--- src/rtl/gray_count_decoder.sv ---
// rtl/gray_count_decoder.sv - Gray count decoder with step-legality monitor, lock tracking and error counter
// Optional macro GRAY_BIDIR_EN: accepts single backward steps and adds dir_out.
module gray_count_decoder #(
   parameter int WIDTH    = 3,
   parameter int LOCK_CNT = 4,
   parameter int ERR_W    = 8
) (
   input  logic             clk,
   input  logic             rst,
   input  logic [WIDTH-1:0] gray_in,
   input  logic             gray_valid,
   input  logic             clear_err,
   output logic [WIDTH-1:0] bin_out,
   output logic             bin_valid,
   output logic             step_err,
   output logic             locked,
`ifdef GRAY_BIDIR_EN
   output logic             dir_out,
`endif
   output logic [ERR_W-1:0] err_count
);

   localparam int                CW      = 4;
   localparam logic [WIDTH-1:0] ONE     = WIDTH'(1);
   localparam logic [CW-1:0]    CNT_TOP = CW'(LOCK_CNT);
   localparam logic [ERR_W-1:0] ERR_MAX = '1;

   typedef enum logic [1:0] {
      ST_UNLOCKED,
      ST_ACQUIRE,
      ST_LOCKED
   } state_t;

   state_t           state_q;
   logic [WIDTH-1:0] bin_q;
   logic             bin_valid_q;
   logic             step_err_q;
   logic             locked_q;
   logic [CW-1:0]    cnt_q;
   logic [ERR_W-1:0] err_q;
   logic [ERR_W-1:0] err_d;
   logic [WIDTH-1:0] bin_d;
   logic             step_fwd;
   logic             step_bwd;
   logic             step_hold;
   logic             step_bad;
   logic             count_err;
`ifdef GRAY_BIDIR_EN
   logic             dir_q;
`endif

   // bin_out always holds the last decoded sample, so it doubles as prev.
   always_comb begin
      bin_d = '0;
      for (int i = 0; i < WIDTH; i++) begin
         bin_d[i] = ^(gray_in >> i);
      end
      step_fwd  = (bin_d == bin_q + ONE);
`ifdef GRAY_BIDIR_EN
      step_bwd  = (bin_d == bin_q - ONE);
`else
      step_bwd  = 1'b0;
`endif
      step_hold = (bin_d == bin_q);
      step_bad  = !(step_fwd || step_bwd || step_hold);
      count_err = gray_valid && (state_q != ST_UNLOCKED) && step_bad;
      // Clear first, then count, so a same-cycle clear and error leaves 1.
      err_d = clear_err ? '0 : err_q;
      if (count_err && (err_d != ERR_MAX)) begin
         err_d = err_d + ERR_W'(1);
      end
   end

   always_ff @(posedge clk) begin
      if (rst) begin
         state_q     <= ST_UNLOCKED;
         bin_q       <= '0;
         bin_valid_q <= 1'b0;
         step_err_q  <= 1'b0;
         locked_q    <= 1'b0;
         cnt_q       <= '0;
         err_q       <= '0;
`ifdef GRAY_BIDIR_EN
         dir_q       <= 1'b1;
`endif
      end else begin
         bin_valid_q <= 1'b0;
         step_err_q  <= 1'b0;
         err_q       <= err_d;
         if (gray_valid) begin
            bin_q       <= bin_d;
            bin_valid_q <= 1'b1;
`ifdef GRAY_BIDIR_EN
            if (state_q != ST_UNLOCKED) begin
               if (step_fwd) begin
                  dir_q <= 1'b1;
               end else if (step_bwd) begin
                  dir_q <= 1'b0;
               end
            end
`endif
            case (state_q)
               ST_UNLOCKED: begin
                  state_q <= ST_ACQUIRE;
                  cnt_q   <= '0;
               end
               ST_ACQUIRE: begin
                  if (step_fwd || step_bwd) begin
                     cnt_q <= cnt_q + CW'(1);
                     if (cnt_q + CW'(1) == CNT_TOP) begin
                        state_q  <= ST_LOCKED;
                        locked_q <= 1'b1;
                     end
                  end else if (step_bad) begin
                     step_err_q <= 1'b1;
                     cnt_q      <= '0;
                  end
               end
               ST_LOCKED: begin
                  if (step_bad) begin
                     step_err_q <= 1'b1;
                     locked_q   <= 1'b0;
                     cnt_q      <= '0;
                     state_q    <= ST_ACQUIRE;
                  end
               end
               default: begin
                  state_q  <= ST_UNLOCKED;
                  locked_q <= 1'b0;
                  cnt_q    <= '0;
               end
            endcase
         end
      end
   end

   assign bin_out   = bin_q;
   assign bin_valid = bin_valid_q;
   assign step_err  = step_err_q;
   assign locked    = locked_q;
   assign err_count = err_q;
`ifdef GRAY_BIDIR_EN
   assign dir_out   = dir_q;
`endif

endmodule

--- config.mk ---
export PLATFORM = sky130hd
export DESIGN_NAME = gray_count_decoder
export DESIGN_NICKNAME = d
export VERILOG_FILES = /design/src/rtl/gray_count_decoder.sv
export SDC_FILE = /design/constraint.sdc
export NUM_CORES = 1
export LEC_CHECK = 0
export ABC_AREA = 1
export CORE_MARGIN = 2
export CORE_UTILIZATION = 31
export CTS_CLUSTER_SIZE = 12
export DETAILED_ROUTE_END_ITERATION = 8
export SETUP_SLACK_MARGIN = 0.2
export SLEW_MARGIN = 25
export SYNTH_ARGS = -nofsm -noshare
export SYNTH_HDL_FRONTEND = slang
export SYNTH_SLANG_ARGS = --single-unit
--- constraint.sdc ---
create_clock -name clk -period 1.53 [get_ports clk]
set_input_delay 0.306 -clock clk [delete_from_list [all_inputs] [get_ports clk]]
set_output_delay 0.306 -clock clk [all_outputs]
set_load 0.005 [all_outputs]
# Yosys cells after proc, flatten, opt, wreduce, memory -nomap -nowiden
# Index checks and enable logic that the tools add are counted.
[totals]
ff_bits = 20
in_bits = 7
out_inout_bits = 14
elab_cells = 51
[classes]
add_sub_neg = 3
n_eq_ne = 9
muxes = 17
bitwise = 2
reduce_logical = 13
[op_table]
columns = ["op", "count"]
rows = [
  ["$mux W8", 2],
  ["$reduce_xor A3 Y1", 3],
  ["$add A8 B1 Y8 const B", 1],
  ["$mux W4", 2],
  ["$ne A8 B8 Y1 const B", 1],
  ["$pmux W4 S2", 1],
  ["$eq A3 B3 Y1", 2],
  ["$mux W1", 6],
  ["$mux W2", 3],
  ["$ne A2 B2 Y1 const B", 3],
  ["$pmux W2 S3", 1],
  ["$reduce_and A5 Y1", 1],
  ["$add A4 B1 Y4 const B", 1],
  ["$eq A4 B3 Y1 const B", 1],
  ["$reduce_and A4 Y1", 1],
  ["$add A3 B1 Y3 const B", 1],
  ["$logic_and A1 B1 Y1", 3],
  ["$pmux W1 S3", 1],
  ["$eq A2 B1 Y1 const B", 1],
  ["$eq A2 B2 Y1 const B", 1],
  ["$logic_not A2 Y1", 1],
  ["$not A1 Y1", 2],
  ["$pmux W1 S2", 1],
  ["$reduce_bool A2 Y1", 1],
  ["other kinds (3)", 3],
]

# Depth between registers and ports, before layout
[depth]
depth_word = 7
ltp_mapped = 14

# Least setup slack after synthesis
# OpenSTA, ideal clock, no wires.
[synth_path]
kind = "register to register"
start = "register err_q[0], in the netlist err_count[0]"
end = "register err_q[3], in the netlist err_count[3]"
setup_ns = 0.113
t_arrival_ns = 1.579
required_time_ns = 1.417
path_slack_ns = -0.162
stages_incl_launch_ff = 11
path_cell_list = "dfxtp_1 -> inv_1 -> nor2_1 -> ha_1 -> inv_1 -> nor3_2 -> a41oi_2 -> nand2_8 -> nor2_2 -> nor2_1 -> nor2_1"
[synth_between]
elab_chain_cells = 4
word_cells_on_any_way = 5
[synth_lines]
columns = ["element", "line", "source"]
rows = [
  ["from (decl)", "40", "logic [ERR_W-1:0] err_q;"],
  ["from (signal assigned)", "89", "err_q <= err_d;"],
  ["$mux W8 *", "68", "err_d = clear_err ? '0 : err_q;"],
  ["parallel branches: the longest is 2 deep, another holds $add A8 B1 Y8", "n/a", ""],
  ["$mux W8 *", "69", "if (count_err && (err_d != ERR_MAX)) begin"],
]
# Mark *: on every way between the ends.
# A chain may end at the register's enable or synchronous reset.

# Final worst setup path
[layout_path]
start = "register bin_q[0], in the netlist bin_out[0]"
end = "register state_q[0]"
[layout_between]
elab_chain_cells = 5
word_cells_on_any_way = 7
[layout_lines]
columns = ["element", "line", "source"]
rows = [
  ["from (decl)", "35", "logic [WIDTH-1:0] bin_q;"],
  ["from (signal assigned)", "91", "bin_q <= bin_d;"],
  ["$add A3 B1 Y3", "58", "step_fwd = (bin_d == bin_q + ONE);"],
  ["$eq A3 B3 Y1", "58", ""],
  ["$logic_or A1 B1 Y1", "65", "step_bad = !(step_fwd || step_bwd || step_hold);"],
  ["$ne A2 B2 Y1 (no source line)", "n/a", ""],
  ["$reduce_and A4 Y1 (no source line) *", "n/a", ""],
  ["to (signal assigned)", "76", "state_q <= ST_UNLOCKED;"],
  ["to (signal assigned)", "104", "state_q <= ST_ACQUIRE;"],
  ["to (signal assigned)", "111", "state_q <= ST_LOCKED;"],
  ["to (decl)", "34", "state_t state_q;"],
]
# Every way passes the cells marked *; elsewhere a longest branch is shown, timed or not.

==> results.cfg <==
[run_status]
status = complete, but fails checks
violations = setup timing

[route]
ant_nets = 0
wl_per_cell_um = 11.06
drc = 0
avgViaCountPerCell = 4.609
drt_iter0_drc = 52
vias = 1498
detail_route.first_pass.iterations = 5
totalWireLength_um = 3594

[place]
io_buffers = 20
place_hpwl_um = 2728
gp_congestion = 0.9582

[layout]
drive_gt1_frac = 0.4029
syn_to_final_growth_pct = 58.09
nets = 288
n_antenna_cell = 0
final_core_util = 0.5083

[critical_path]
worst-path-stages = 10
critPathBufInv = 1
cp_slowest_cell = dfxtp_4
r2r-end = state_q[0]
critPathLaunch = bin_out[0]
crit_family = simple AND/OR/NAND/NOR gates
start_kind = register
path_common_cell = nand2_4
critPathKind = register to register
cp.arrival_ns = 1.73
cp_cell_sequence = ha_4 -> inv_2 -> nand2_2 -> nand2_4 -> nor2_8 -> nand2_4 -> a21oi_2 -> nand3_4 -> o21ai_1 -> nor2_1
critPathCapture = state_q[0]
cp_max_fo = 4
slowest_delay_ns = 0.36
crit_path_end_kind = register
reg2reg_depth = 10
r2r_slack_ns = -0.06
r2r_start = bin_out[0]
cp_data_required_time_ns = 1.67

[clock_network]
clock_latency_ns = 0.26
clock-sinks = 20
clkSlewWorstSetupHoldPaths_ns = 0.09
numCtsBuffers = 3
ctsRootBufferMaster = clkbuf_8
cts_tree = yes
cts_max_path_buffers = 2
cts_htree_levels = 1

[power]
p_per_area_nw_per_um2 = 673.3
ir_drop_mv = 0.2884
p_leak_nw = 1.084
power_mw = 1.490

[synthesis]
synthCells = 209
yosys_register_bits = 20
async_flop_share = 0
netlist_top_cells_count = nand2_1, inv_1, nand3_1, dfxtp_1, nor2_1
yosysWarnings = 0
synth_top_area_frac = 0.2860
synth_area_leaders = dfxtp_1, nand2_1, inv_1
avgSynthCellArea_um2 = 6.699
ys_types = 28
synth_largest_area_cell = dfxtp_1
ys.flop_type = dfxtp_1
synth_edf_count = 0
synth_seq_area_share = 0.2860
syn_area_um2 = 1400
yosysMostFrequentCell = nand2_1
syn_nets = 223

[die]
rows = 24
ios = 21
dieArea_um2 = 5070
die_h_um = 71.21
core_area_um2 = 4354
die_w_um = 71.21
initial_core_util = 0.3216

[timing]
setup_viol = 12
min_period_ns = 1.588
fin_skew_ns = 0.01360
rsz0062_at_grt = true
worst_slack_ns = -0.05844
hold_viol = 0
slew_headroom = 0.7879
whs_ns = 0.4005
tightest_slew_ns = 0.3172
timing.fmax_mhz = 629.6
slew_violations = 0
period_share = 1.038

[min_path]
hold_class = input port to register

[grt]
grt_pass1_vias = 1461
grt_max_degree = 12
grt_usage = 0.1495
grt_pass1_wl_um = 6189
gr-total-overflow = 0
antenna_found_initial = 0

[run]
cap_violations = 0
==> worst min-delay path by stage <==
stage,from,end,slack [ns],cells after the start
2_1_floorplan,locked,locked,0.44,2
3_3_place_gp,locked,locked,0.46,2
3_5_place_dp,locked,locked,0.47,2
4_1_cts,locked,locked,0.47,2
5_1_grt,clear_err,err_count[3],0.43,4
6_report,clear_err,err_count[3],0.40,4
==> routing by layer <==
metal | wire length (um) | track usage
met5 | 0 | 0
met4 | 17 | 0.02935
met3 | 87 | 0.02279
met2 | 1797 | 0.2634
met1 | 1691 | 0.1934
==> power breakdown <==
| group | internal, mW | switching [mW] |
|---|---|---|
| Clock | 0.185 | 0.182 |
| Sequential | 0.548 | 0.0161 |
| Combinational | 0.244 | 0.314 |
==> tightest hold or removal path, stage by stage <==
cell	delay [ns]
buf_2	0.12
nor2_1	0.07
nor2_1	0.10
nor2_1	0.05
==> logic make-up (layout without fill, tap and decap cells) <==
family / Yosys count / in the layout / share of synthesized area
and+or+nand+nor: 114 / 114 / 0.4129
buffers and inverters: 38 / 102 / 0.1055
AOI/OAI and AO/OA: 26 / 26 / 0.1081
DFF: 20 / 20 / 0.2860
adders and majority gates: 7 / 7 / 0.06255
xor gates and xnor gates: 4 / 4 / 0.02503
==> flip-flops by register name, indices dropped and copies added (netlist names) <==
register,flops
bin_out,3
bin_valid,1
err_count,8
cnt_q,4
step_err,1
locked,1
state_q,2
==> placed cells by master (no fill, tap or decap), types with 2 or more instances in the layout <==
cell type and instances:
clkdlybuf4s15_1 3, o21ai_1 3, clkbuf_8 3, a21oi_2 8, nand2_1 41, nor2_4 2, ha_1 5, ha_4 2
buf_4 38, nand3_1 18, inv_2 6, nor3_1 2, dlygate4sd2_1 13, nand3_2 5, a21oi_1 7, o21ai_0 3
nor3_4 2, nand2_2 13, buf_6 4, nand2_8 2, xnor2_1 3, dfxtp_2 11, dfxtp_1 8, nand4_1 7
inv_1 28, nor2_1 15, nand2_4 3, clkdlybuf4s50_1 2
==> per-stage QoR <==
step	cell area, um2	instances	setup TNS, ns	setup WS (ns)
final	2213	325	-0.2001	-0.05844
after global routing	2213	325	-1.777	-0.1525
after CTS	2148	323	-0.2897	-0.05468
after detailed placement	2019	317	-8.324	-0.6430
after global placement	2019	317	-8.146	-0.6044
after floorplan	1476	209	-0.002290	-0.001755
==> repair_timing <==
action,in CTS,in global routing
hold endpoints to repair,0,0
pin swaps,10,6
hold buffers,0,0
setup buffers,2,2
endpoints found under the setup margin,30,19
gates resized for setup,49,18
==> area by class of cell <==
class / count / area, um2
inverter: 36 / 150.1
tap: 52 / 65.06
sequential: 20 / 417.9
timing repair buffer: 62 / 511.7
fill: 430 / 2141
multi-input combinational: 151 / 1023
clock buffer: 4 / 45.04
No activity file was read; power rests on OpenSTA's default activity.
==> RTL edit (config.mk and constraints unchanged) <==
Set the parameter `ERR_W` to 6 (it was 8).
--- a/src/rtl/gray_count_decoder.sv
+++ b/src/rtl/gray_count_decoder.sv
@@ -5,3 +5,3 @@
    parameter int LOCK_CNT = 4,
-   parameter int ERR_W    = 8
+   parameter int ERR_W    = 6
 ) (
Interface: changed (resized err_count); port bits go from 21 to 19. The function was not compared with the original's and may differ.
==> RTL edit against the unedited design <==
  * Setup slack gained 0.031 ns
  * Total power shrank 4.6%
  * Cell count shrank 15%
  * Sequential share of layout area grew 0.83 points
  * Critical path type unchanged
  * The flow still finishes with violations (setup timing)
  * Area after synthesis shrank 16%
  * Cell area shrank 14%
  * Highest routed layer unchanged
  * Fmax grew 2.0%
  * Synthesized cell count shrank 16%
  * Largest power group unchanged
  * Critical endpoint is now err_count[1]
  * Combinational power shrank 8.1%
  * Global-route usage grew 0.40 points
  * Sequential cell count shrank 2
  * Routed wire length shrank 21%
  * Critical path depth shrank 2
  * Via count shrank 16%
==> RTL edit: results (changes against the unedited design) <==
Most frequent cells after synthesis: 45 x nand2_1, 24 x inv_1, 18 x dfxtp_1
Final setup margin: -0.02718 ns (+0.03126 ns)
Global-route usage over all layers: 15.35% (+0.40 points)
Number of fill cells: 375 (-13%)
Hold slack final: 0.4426 ns (+0.04212 ns)
Reg2Reg Capture Point: err_count[1]
Post-DP HPWL: 2.124 mm (-22%)
Via density per instance: 4.558 (-1.1%)
Leakage power: 0.0009078 uW (-16%)
Max Clock Skew: 0.004447 ns (-0.009153 ns)
Outcome: finished, violations left
Setup TNS: -0.05084 ns (+0.1493 ns)
Final count of negative-setup-slack endpoints: 4 (-8)
Clock transition at path regs: 0.07 ns (-0.02 ns)
Via count: 1258 (-16%)
Largest net degree at the start of global routing: 11 (-1)
Max IR drop VDD: 0.6712 mV (+130%)
CP arrival: 1.71 ns (-0.02 ns)
Placer congestion estimate: 0.7740 (-19%)
End of the worst hold path: bin_out[2]
R2R depth: 8 (-2)
Sequential share of the synthesized area: 30.61% (+2.0 points)
CP top delay family: flip-flops
Post-Place Cells: 264 (-17%)
Post-Syn Nets: 189 (-15%)
Yosys cell types: 27 (-3.6%)
Port Buf Inserts: 18 (-10%)
Hold Startpoint: gray_in[2]
Final net count: 243 (-16%)
Violations in the final reports: setup timing
First-pass GRT wire length: 5.188 mm (-16%)
DR iter-0 viols: 51 (-1.9%)
Top post-synthesis cells by area: dfxtp_1 31%, nand2_1 14%, inv_1 7.7%
Syn Inst Count: 175 (-16%)
[RTL edit: changes by cell type after synthesis, moves of 3 or more]
cell,change
nand4_1,-5
xor2_1,+3
nand2_1,-6
nand3_1,-6
nor2_1,-4
inv_1,-9
[RTL edit: worst max path at each step]
stage	start	endpoint	slack [ns]	depth (start not counted)
floorplan	clear_err	err_count[3]	-0.04	12
global placement	clear_err	err_count[3]	-0.63	14
detailed placement	clear_err	err_count[3]	-0.69	14
CTS	err_count[1]	err_count[3]	-0.005	11
global route	bin_out[0]	err_count[3]	-0.12	9
finish	bin_out[0]	err_count[1]	-0.03	8
[RTL edit: where the power goes]
group	leakage (uW)	internal (uW)	switching, uW
Sequential	0.000151	497	20.7
Combinational	0.000728	236	277
Clock	0.0000288	229	162
[RTL edit: cells by family after synthesis]
| group | after synthesis | synth area share (%) |
|---|---|---|
| xor gates and xnor gates | 7 | 5.207 |
| buffers and inverters | 27 | 8.607 |
| adders and majority gates | 7 | 7.439 |
| DFF | 18 | 30.61 |
| AOI/OAI and AO/OA | 26 | 12.33 |
| and+or+nand+nor | 90 | 35.81 |
[RTL edit: worst reg2reg max path, delay by kind of cell, from the launching register on]
| family | cells | cell delay (ns) |
|---|---|---|
| AOI/OAI and AO/OA | 2 | 0.18 |
| xor gates and xnor gates | 1 | 0.17 |
| adders and majority gates | 1 | 0.26 |
| buffers and inverters | 1 | 0.16 |
| DFF | 1 | 0.36 |
| and+or+nand+nor | 3 | 0.32 |
[RTL edit: final cells by class]
cell class / instances / share of cell area (%)
Clock buffer: 4 / 2.881
Inverter: 26 / 5.894
Multi-Input combinational cell: 130 / 47.41
Sequential cell: 18 / 19.71
Tap cell: 48 / 3.143
Timing Repair Buffer: 50 / 20.96
[RTL edit: routing by layer]
metal	track usage, %	wire length [microns]
met1	18.86	1370
met2	26.64	1334
met3	4.281	113
met4	3.125	27
met5	0	0
[RTL edit: per-stage QoR]
step           setup slack (ns)  util (%)  power, uW  instance area, sq um
6_report               -0.02718     52.19       1421                  1911
2_1_floorplan          -0.04451         -      763.6                  1254
4_1_cts               -0.005196     49.90       1386                  1827
3_3_place_gp            -0.6331     45.63      931.7                  1670
5_1_grt                 -0.1152     52.19       1521                  1911
3_5_place_dp            -0.6902     45.63      932.9                  1670
[RTL edit: what timing repair did]
item                       4_1_cts  5_1_grt
setup endpoints to repair       26       17
buffers inserted                 6        2
resized for setup               39       23
pin swaps                       22       15
hold buffers                     0        0
